`src/rtl/decode_stage_pipe_if.sv`:
```
// ---------------------------------------------------------------------------
// decode_stage_pipe_if : fetch/writeback-to-decode bundle and decoded outputs
// ---------------------------------------------------------------------------
`default_nettype none

interface decode_stage_pipe_if #(
  parameter int DATA_W = 32
);
  logic              in_valid;
  logic [31:0]       instruction;
  logic              stall_in;
  logic              flush;
  logic              wb_we;
  logic [4:0]        wb_reg;
  logic [DATA_W-1:0] wb_data;

  logic              hazard_stall;
  logic              out_valid;
  logic [5:0]        out_opcode;
  logic [4:0]        out_rs;
  logic [4:0]        out_rt;
  logic [4:0]        out_rd;
  logic [DATA_W-1:0] out_rd1;
  logic [DATA_W-1:0] out_rd2;
  logic [DATA_W-1:0] out_imm;

  // master drives instructions and writebacks; slave is the decode stage
  modport master (
    output in_valid, instruction, stall_in, flush, wb_we, wb_reg, wb_data,
    input  hazard_stall, out_valid, out_opcode, out_rs, out_rt, out_rd,
           out_rd1, out_rd2, out_imm
  );

  modport slave (
    input  in_valid, instruction, stall_in, flush, wb_we, wb_reg, wb_data,
    output hazard_stall, out_valid, out_opcode, out_rs, out_rt, out_rd,
           out_rd1, out_rd2, out_imm
  );
endinterface

`default_nettype wire

```
`src/rtl/decode_stage_pipe.sv`:
```
// ---------------------------------------------------------------------------
// decode_stage_pipe : MIPS decode with 32-entry regfile, imm extend, load-use stall
// ---------------------------------------------------------------------------
`default_nettype none

module decode_stage_pipe #(
  parameter int          DATA_W     = 32,
  parameter int          ZEXT_LOGIC = 1,
  parameter logic [5:0]  LOAD_OPC   = 6'h23
) (
  input  logic                  clk,
  input  logic                  rst_n,
  decode_stage_pipe_if.slave    bus
);

  localparam logic [5:0] c_OPC_ANDI = 6'h0C;
  localparam logic [5:0] c_OPC_ORI  = 6'h0D;
  localparam logic [5:0] c_OPC_XORI = 6'h0E;

  logic [DATA_W-1:0] rf_q [32];

  logic              out_valid_q;
  logic [5:0]        out_opcode_q;
  logic [4:0]        out_rs_q, out_rt_q, out_rd_q;
  logic [DATA_W-1:0] out_rd1_q, out_rd2_q, out_imm_q;

  logic [5:0]        opcode_d;
  logic [4:0]        rs_d, rt_d, rd_d;
  logic [DATA_W-1:0] rd1_d, rd2_d, imm_d;
  logic              zext_d;
  logic              hazard_d;

  assign opcode_d = bus.instruction[31:26];
  assign rs_d     = bus.instruction[25:21];
  assign rt_d     = bus.instruction[20:16];
  assign rd_d     = bus.instruction[15:11];

  // Reads see a same-cycle writeback so the writer need not wait an extra cycle
  always_comb begin
    rd1_d = '0;
    rd2_d = '0;
    if (rs_d != 5'd0) begin
      rd1_d = (bus.wb_we && bus.wb_reg == rs_d) ? bus.wb_data : rf_q[rs_d];
    end
    if (rt_d != 5'd0) begin
      rd2_d = (bus.wb_we && bus.wb_reg == rt_d) ? bus.wb_data : rf_q[rt_d];
    end
  end

  assign zext_d = (ZEXT_LOGIC != 0) &&
                  (opcode_d == c_OPC_ANDI || opcode_d == c_OPC_ORI || opcode_d == c_OPC_XORI);
  assign imm_d  = zext_d ? {{(DATA_W-16){1'b0}}, bus.instruction[15:0]}
                         : {{(DATA_W-16){bus.instruction[15]}}, bus.instruction[15:0]};

  assign hazard_d = bus.in_valid && out_valid_q && (out_opcode_q == LOAD_OPC) &&
                    (out_rt_q != 5'd0) &&
                    (out_rt_q == rs_d || out_rt_q == rt_d) && !bus.flush;

  // Register file: writes ignore pipeline control, only reset stops them
  always_ff @(posedge clk) begin
    if (!rst_n) begin
      for (int i = 0; i < 32; i++) rf_q[i] <= '0;
    end else if (bus.wb_we && bus.wb_reg != 5'd0) begin
      rf_q[bus.wb_reg] <= bus.wb_data;
    end
  end

  always_ff @(posedge clk) begin
    if (!rst_n) begin
      out_valid_q  <= 1'b0;
      out_opcode_q <= '0;
      out_rs_q     <= '0;
      out_rt_q     <= '0;
      out_rd_q     <= '0;
      out_rd1_q    <= '0;
      out_rd2_q    <= '0;
      out_imm_q    <= '0;
    end else if (bus.flush) begin
      out_valid_q  <= 1'b0;
    end else if (bus.stall_in) begin
      out_valid_q  <= out_valid_q;
    end else if (hazard_d) begin
      out_valid_q  <= 1'b0;
    end else begin
      out_valid_q  <= bus.in_valid;
      out_opcode_q <= opcode_d;
      out_rs_q     <= rs_d;
      out_rt_q     <= rt_d;
      out_rd_q     <= rd_d;
      out_rd1_q    <= rd1_d;
      out_rd2_q    <= rd2_d;
      out_imm_q    <= imm_d;
    end
  end

  assign bus.hazard_stall = hazard_d;
  assign bus.out_valid    = out_valid_q;
  assign bus.out_opcode   = out_opcode_q;
  assign bus.out_rs       = out_rs_q;
  assign bus.out_rt       = out_rt_q;
  assign bus.out_rd       = out_rd_q;
  assign bus.out_rd1      = out_rd1_q;
  assign bus.out_rd2      = out_rd2_q;
  assign bus.out_imm      = out_imm_q;

endmodule

`default_nettype wire

```
`src/flat_wrapper.sv`:
```
// flat-port wrapper written by rule: the top's interface ports become plain ports
module decode_stage_pipe_flat 
#(
  parameter int          DATA_W     = 32,
  parameter int          ZEXT_LOGIC = 1,
  parameter logic [5:0]  LOAD_OPC   = 6'h23
)
  (clk, rst_n, bus_in_valid, bus_instruction, bus_stall_in, bus_flush, bus_wb_we, bus_wb_reg, bus_wb_data, bus_hazard_stall, bus_out_valid, bus_out_opcode, bus_out_rs, bus_out_rt, bus_out_rd, bus_out_rd1, bus_out_rd2, bus_out_imm);
  decode_stage_pipe_if #(.DATA_W(DATA_W)) bus_i ();
  input  logic clk;
  input  logic rst_n;
  input wire logic [$bits(bus_i.in_valid)-1:0] bus_in_valid;
  input wire logic [$bits(bus_i.instruction)-1:0] bus_instruction;
  input wire logic [$bits(bus_i.stall_in)-1:0] bus_stall_in;
  input wire logic [$bits(bus_i.flush)-1:0] bus_flush;
  input wire logic [$bits(bus_i.wb_we)-1:0] bus_wb_we;
  input wire logic [$bits(bus_i.wb_reg)-1:0] bus_wb_reg;
  input wire logic [$bits(bus_i.wb_data)-1:0] bus_wb_data;
  output wire logic [$bits(bus_i.hazard_stall)-1:0] bus_hazard_stall;
  output wire logic [$bits(bus_i.out_valid)-1:0] bus_out_valid;
  output wire logic [$bits(bus_i.out_opcode)-1:0] bus_out_opcode;
  output wire logic [$bits(bus_i.out_rs)-1:0] bus_out_rs;
  output wire logic [$bits(bus_i.out_rt)-1:0] bus_out_rt;
  output wire logic [$bits(bus_i.out_rd)-1:0] bus_out_rd;
  output wire logic [$bits(bus_i.out_rd1)-1:0] bus_out_rd1;
  output wire logic [$bits(bus_i.out_rd2)-1:0] bus_out_rd2;
  output wire logic [$bits(bus_i.out_imm)-1:0] bus_out_imm;
  assign bus_i.in_valid = bus_in_valid;
  assign bus_i.instruction = bus_instruction;
  assign bus_i.stall_in = bus_stall_in;
  assign bus_i.flush = bus_flush;
  assign bus_i.wb_we = bus_wb_we;
  assign bus_i.wb_reg = bus_wb_reg;
  assign bus_i.wb_data = bus_wb_data;
  assign bus_hazard_stall = bus_i.hazard_stall;
  assign bus_out_valid = bus_i.out_valid;
  assign bus_out_opcode = bus_i.out_opcode;
  assign bus_out_rs = bus_i.out_rs;
  assign bus_out_rt = bus_i.out_rt;
  assign bus_out_rd = bus_i.out_rd;
  assign bus_out_rd1 = bus_i.out_rd1;
  assign bus_out_rd2 = bus_i.out_rd2;
  assign bus_out_imm = bus_i.out_imm;
  decode_stage_pipe #(.DATA_W(DATA_W), .ZEXT_LOGIC(ZEXT_LOGIC), .LOAD_OPC(LOAD_OPC)) u_core (.clk(clk), .rst_n(rst_n), .bus(bus_i));
endmodule
```
`config.mk`:
```
export PLATFORM = sky130hd
export DESIGN_NAME = decode_stage_pipe_flat
export DESIGN_NICKNAME = d
export VERILOG_FILES = /design/src/rtl/decode_stage_pipe_if.sv /design/src/rtl/decode_stage_pipe.sv /design/src/flat_wrapper.sv
export SDC_FILE = /design/constraint.sdc
export NUM_CORES = 2
export LEC_CHECK = 0
export CAP_MARGIN = 0
export CORE_MARGIN = 2
export CORE_UTILIZATION = 56
export DETAILED_ROUTE_END_ITERATION = 8
export HOLD_SLACK_MARGIN = 0.1
export PLACE_DENSITY = 0.77
export SKIP_CTS_REPAIR_TIMING = 1
export SYNTH_ARGS = -nofsm -noshare
export SYNTH_HDL_FRONTEND = slang
export SYNTH_SLANG_ARGS = --single-unit
```
`constraint.sdc`:
```
create_clock -name clk -period 4.9 [get_ports clk]
set_input_delay 1.225 -clock clk [delete_from_list [all_inputs] [get_ports clk]]
set_output_delay 1.225 -clock clk [all_outputs]
set_load 0.005 [all_outputs]
```
== Yosys cells after proc, flatten, opt, wreduce, memory -nomap -nowiden ==
Memories as Yosys holds them, arrays and structs flattened.
Index checks and enable logic that the tools add are counted.
Word-level totals
  flip-flop bits (word level): 118
  memory bits (writable): 1024
  input bits: 75
  output and inout bits: 119
  word-level logic and storage cells: 53
  memories kept: 1
Memories
  u_core.rf_q: depth 32, bits a word 32, rd ports 2, clocked after Yosys merged registers in 0, write ports 32, line decode_stage_pipe.sv:20  | logic [DATA_W-1:0] rf_q [32];
Operators by class
  equality and inequality tests: 8
  mux-type cells: 13
  bitwise operators: 4
  reductions and logical operators: 19
Operators with widths (count)
  $mux 32: 6
  $reduce_or 32->1: 1
  $eq 5x5->1: 4
  $reduce_bool 5->1: 4
  $eq 6x4->1 const B: 3
  $logic_and 1x1->1: 8
  $eq 6x6->1 const B: 1
  $mux 1: 6
  $mux 5: 1
  $not 1->1: 4
  $logic_or 1x1->1: 3
  $reduce_and 3->1: 1
  $reduce_or 2->1: 1
  $logic_not 1->1: 1

== Longest topological paths before layout ==
  depth after elaboration: 7
  mapped depth: 10
  depth with buffers taken out: 6

== Worst setup path after synthesis ==
OpenSTA, ideal clock, no wires.
  path type: input -> register
  start: input port bus_wb_reg[0]
  end: memory u_core.rf_q[12][0], enable pin
  setup time: 466 ps
  data arrival time: 4324 ps
  required time: 4434 ps
  setup slack: 111 ps
  cell stages on the path: 5
  buffers on the path: 3
  path through: clkbuf_1 or2_2 clkbuf_1 clkbuf_1 o21ai_0
RTL lines
  start, declared: line flat_wrapper.sv:17  | input wire logic [$bits(bus_i.wb_reg)-1:0] bus_wb_reg;
  end, declared: line decode_stage_pipe.sv:20

== Worst setup path after layout ==
  start: input port bus_instruction[17]
  end: output port bus_hazard_stall
On the way
  longest elaborated chain between the ends: 4
Ends and longest elaborated chain
  start, declared: line flat_wrapper.sv:13  | input wire logic [$bits(bus_i.instruction)-1:0] bus_instruction;
  $eq 5x5->1: line decode_stage_pipe.sv:57  | (out_rt_q == rs_d || out_rt_q == rt_d) && !bus.flush;
  $logic_or 1x1->1: line decode_stage_pipe.sv:57
  $logic_and 1x1->1: line decode_stage_pipe.sv:56  | (out_rt_q != 5'd0) &&
  $logic_and 1x1->1: line decode_stage_pipe.sv:57
  end, declared: line flat_wrapper.sv:19  | output wire logic [$bits(bus_i.hazard_stall)-1:0] bus_hazard_stall;
Every way passes these cells.

==> run metrics <==
TritonCTS buffer count around 110; slowest stage delay, CP 650 ps; Yosys warnings 0; worst-case register-to-register setup slack between 1000 and 1500 ps; maximum capacitance violations 0; clock tree root driver cell clkbuf_16; clock tree from TritonCTS yes; Static Leak 22.2 nW; wire length of the first global-routing pass 251 mm; post-route insts no fill 5307; endpoint of the worst hold-timing path u_core.bus.out_rs[0]; Hold Crit Class flip-flop to flip-flop; average cell area after synthesis approximately 15 um^2; number of standard cells after synthesis around 3800; worst ir drop on vdd ~0.00028 V; area inside the core boundary just over 100000 um^2; Setup-failing EPs final 0; PwrDens between 300 and 400 nW/um^2; share of async-settable or async-resettable flops after synthesis 0%; crit-path cells clkdlybuf4s50_1 > xnor2_1 > nand3_1 > o22ai_1 > nand2_1 > inv_1 > clkdlybuf4s50_1; antenna violation net count after detailed routing 0; count of buffers from port buffering roughly 190; worst path required time 3670 ps; drt first-iter violations ~5500; Crit Path Max Fanout 2; Placed Instances 5091; global routing usage summed across all routing layers between 30 and 40%; post-detailed-placement half-perimeter wirelength between 90 and 100 mm; clock-pin transition on the worst setup and hold timing paths about 60 ps; worst-case clock skew between 20 and 30 ps; Critical Path Most Common Cell clkdlybuf4s50_1; maximum clock insertion buffer count 3; relative area change from synthesis to final layout 12.7%; Period minus WS final 4720 ps; CTS H-tree depth 3; commonest register cell after synthesis edfxtp_1; starting utilization of the core area a little under three fifths; most used cells in the layout excluding fill and tap cells 1024 x edfxtp_1, 993 x and2_1, 572 x mux4_2, 184 x clkdlybuf4s50_1, 163 x mux2i_1; endpoint kind of the worst setup timing path output port; unrepaired setup endpoints after global routing false; average detailed-routed wire length per instance ~33 um; Multi-input gate area 24200 um^2; final number of hold-violating endpoints 0; Slew Limit Headroom about a tenth; clock latency on the worst-skew pair approximately 710 ps; Fill cells between 7000 and 8000; crit path buf inv count 3; DRT Pass-1 Iters 8; layout net count roughly 4000; hold-critical path depth 2; number of vias per cell after detailed routing 6.87; Crit Reg-Reg Startpoint u_core.bus.out_rt[0]; EDFF count, synth roughly 1000; residual DRC count 0; pin count of the biggest net entering global routing roughly 120; width of the die approximately 330 um; run status finished, final reports clean; critical path type input pin to output port; number of placement rows roughly 120; via count of the first global-routing pass ~37000; area occupied by registers approximately 33000 um^2; worst reg-to-reg path cell count 7; number of synthesized register bits roughly 1100; share of the cycle needed by the critical path after routing between 90% and 100%; Unique masters post-synth 42; die area ~110000 um^2; aggregate routed wire length ~170 mm; kind of cell adding the most delay to the critical path buffers and inverters; ports placed on the boundary 194; final RePlAce weighted congestion about 0.87; worst r2r dst u_core.bus.out_rd2[22]; total negative slack 0 ps; Slew @ Worst Pin between 1000 and 1500 ps; vias around 36000; count of pins over their slew limit 0; total gr overflow 0; initial antenna violation count 17; Post-Syn Area 58300 um^2; fraction of final layout cells with drive strength greater than 1 around 24%; clock sink count 1122; most common cell after layout, fill and taps aside edfxtp_1; share of synthesized area occupied by flip-flops and latches between 50 and 60%; fmax between 0.2 and 0.25 GHz; crit path launch type input pin; Slowest cell on crit path clkdlybuf4s50_1; arrival time at the worst endpoint 3500 ps; chip height 327 um; startpoint of the lowest-slack hold path u_core.bus.out_rs[0]
worst reg2reg max path, stage by stage, from the launching register on:
cell,delay [ps]
dfxtp_1,470
or4_1,580
nor2_1,120
nor4_1,60
buf_4,150
a211oi_4,640
nand3_2,830
o221ai_1,450
cell usage after synthesis (all sizes together) (2+ instances only):
cell	number	area, um^2
a21oi	64	320
a22oi	2	15.0
a31oi	2	12.5
and2	993	6210
buf	155	960
clkbuf	275	1030
clkinv	3	11.3
dfxtp	98	1960
edfxtp	1024	30700
inv	2	7.51
mux2	5	56.3
mux2i	163	1630
mux4	572	12900
nand2	82	308
nand2b	8	50.1
nand3	72	360
nand4	2	12.5
nor2	70	263
nor2b	5	31.3
nor3	2	10.0
nor4	3	18.8
o21ai	31	155
o221ai	63	552
o22ai	64	400
o41ai	2	17.5
or2	3	18.8
xnor2	12	105
xor2	8	70.1
through the flow:
step	utilization [%]	hold WS, ps	setup WS [ps]	instance area, um^2	power [mW]
floorplan	-	445	111	58400	13.1
global placement	60.0	472	240	62100	14.0
detailed placement	60.0	482	272	62100	14.1
CTS	63.6	497	260	65700	22.5
global route	63.6	519	164	65700	23.1
finish	63.6	493	177	65700	22.6
cell families after synthesis:
| kind of cell | Yosys count | synth area share [%] |
|---|---|---|
| flops | 1122 | 56.1 |
| buf+inv | 435 | 3.45 |
| mux | 740 | 25.0 |
| other cells | 1 | 0.00643 |
| compound gates | 232 | 2.59 |
| simple gates | 1245 | 12.6 |
| xor+xnor | 20 | 0.300 |
how the worst max path moves through the flow:
stage / start / to / slack [ps] / cells after the start
floorplan: bus_wb_reg[0] / u_core.rf_q[12][0] / 110 / 5
global placement: bus_instruction[17] / bus_hazard_stall / 240 / 7
detailed placement: bus_instruction[17] / bus_hazard_stall / 270 / 7
CTS: bus_instruction[17] / bus_hazard_stall / 260 / 7
global route: bus_instruction[17] / bus_hazard_stall / 160 / 7
finish: bus_instruction[17] / bus_hazard_stall / 180 / 7
area by class of cell:
type	count	share of cell area, %
Inverter	5	0.0305
Multi-Input combinational cell	2269	36.9
Clock buffer	158	4.86
Sequential cell	1122	49.8
Timing Repair Buffer	315	5.10
Clock inverter	48	0.665
Tap cell	1380	2.63
Antenna cell	10	0.0381
registers in the layout, summed over array words and instances, names as in the netlist:
| register | flops |
|---|---|
| u_core.bus.out_imm | 17 |
| u_core.bus.out_opcode | 6 |
| u_core.bus.out_rd1 | 32 |
| u_core.bus.out_rd2 | 32 |
| u_core.bus.out_rs | 5 |
| u_core.bus.out_rt | 5 |
| u_core.bus.out_valid | 1 |
| u_core.rf_q | 1024 |
power by group:
group,switching [mW],internal [mW],leakage (nW),total (mW)
registers,0.308,11.0,10.5,11.3
logic,1.45,1.24,9.92,2.69
clock network,3.70,4.89,1.77,8.60
total,5.46,17.1,22.2,22.6
routing by layer:
layer / GRT usage [%] / wire length (um) / up-vias / share of wire [%]
li1: - / - / 14600 / -
met5: 0 / 70 / - / 0.040
met3: 10.5 / 25200 / 527 / 14
met4: 15.2 / 8480 / 10 / 4.9
met1: 43.1 / 60200 / 18400 / 34
met2: 50.3 / 80700 / 2873 / 46
No activity file was read; power rests on OpenSTA's default activity.
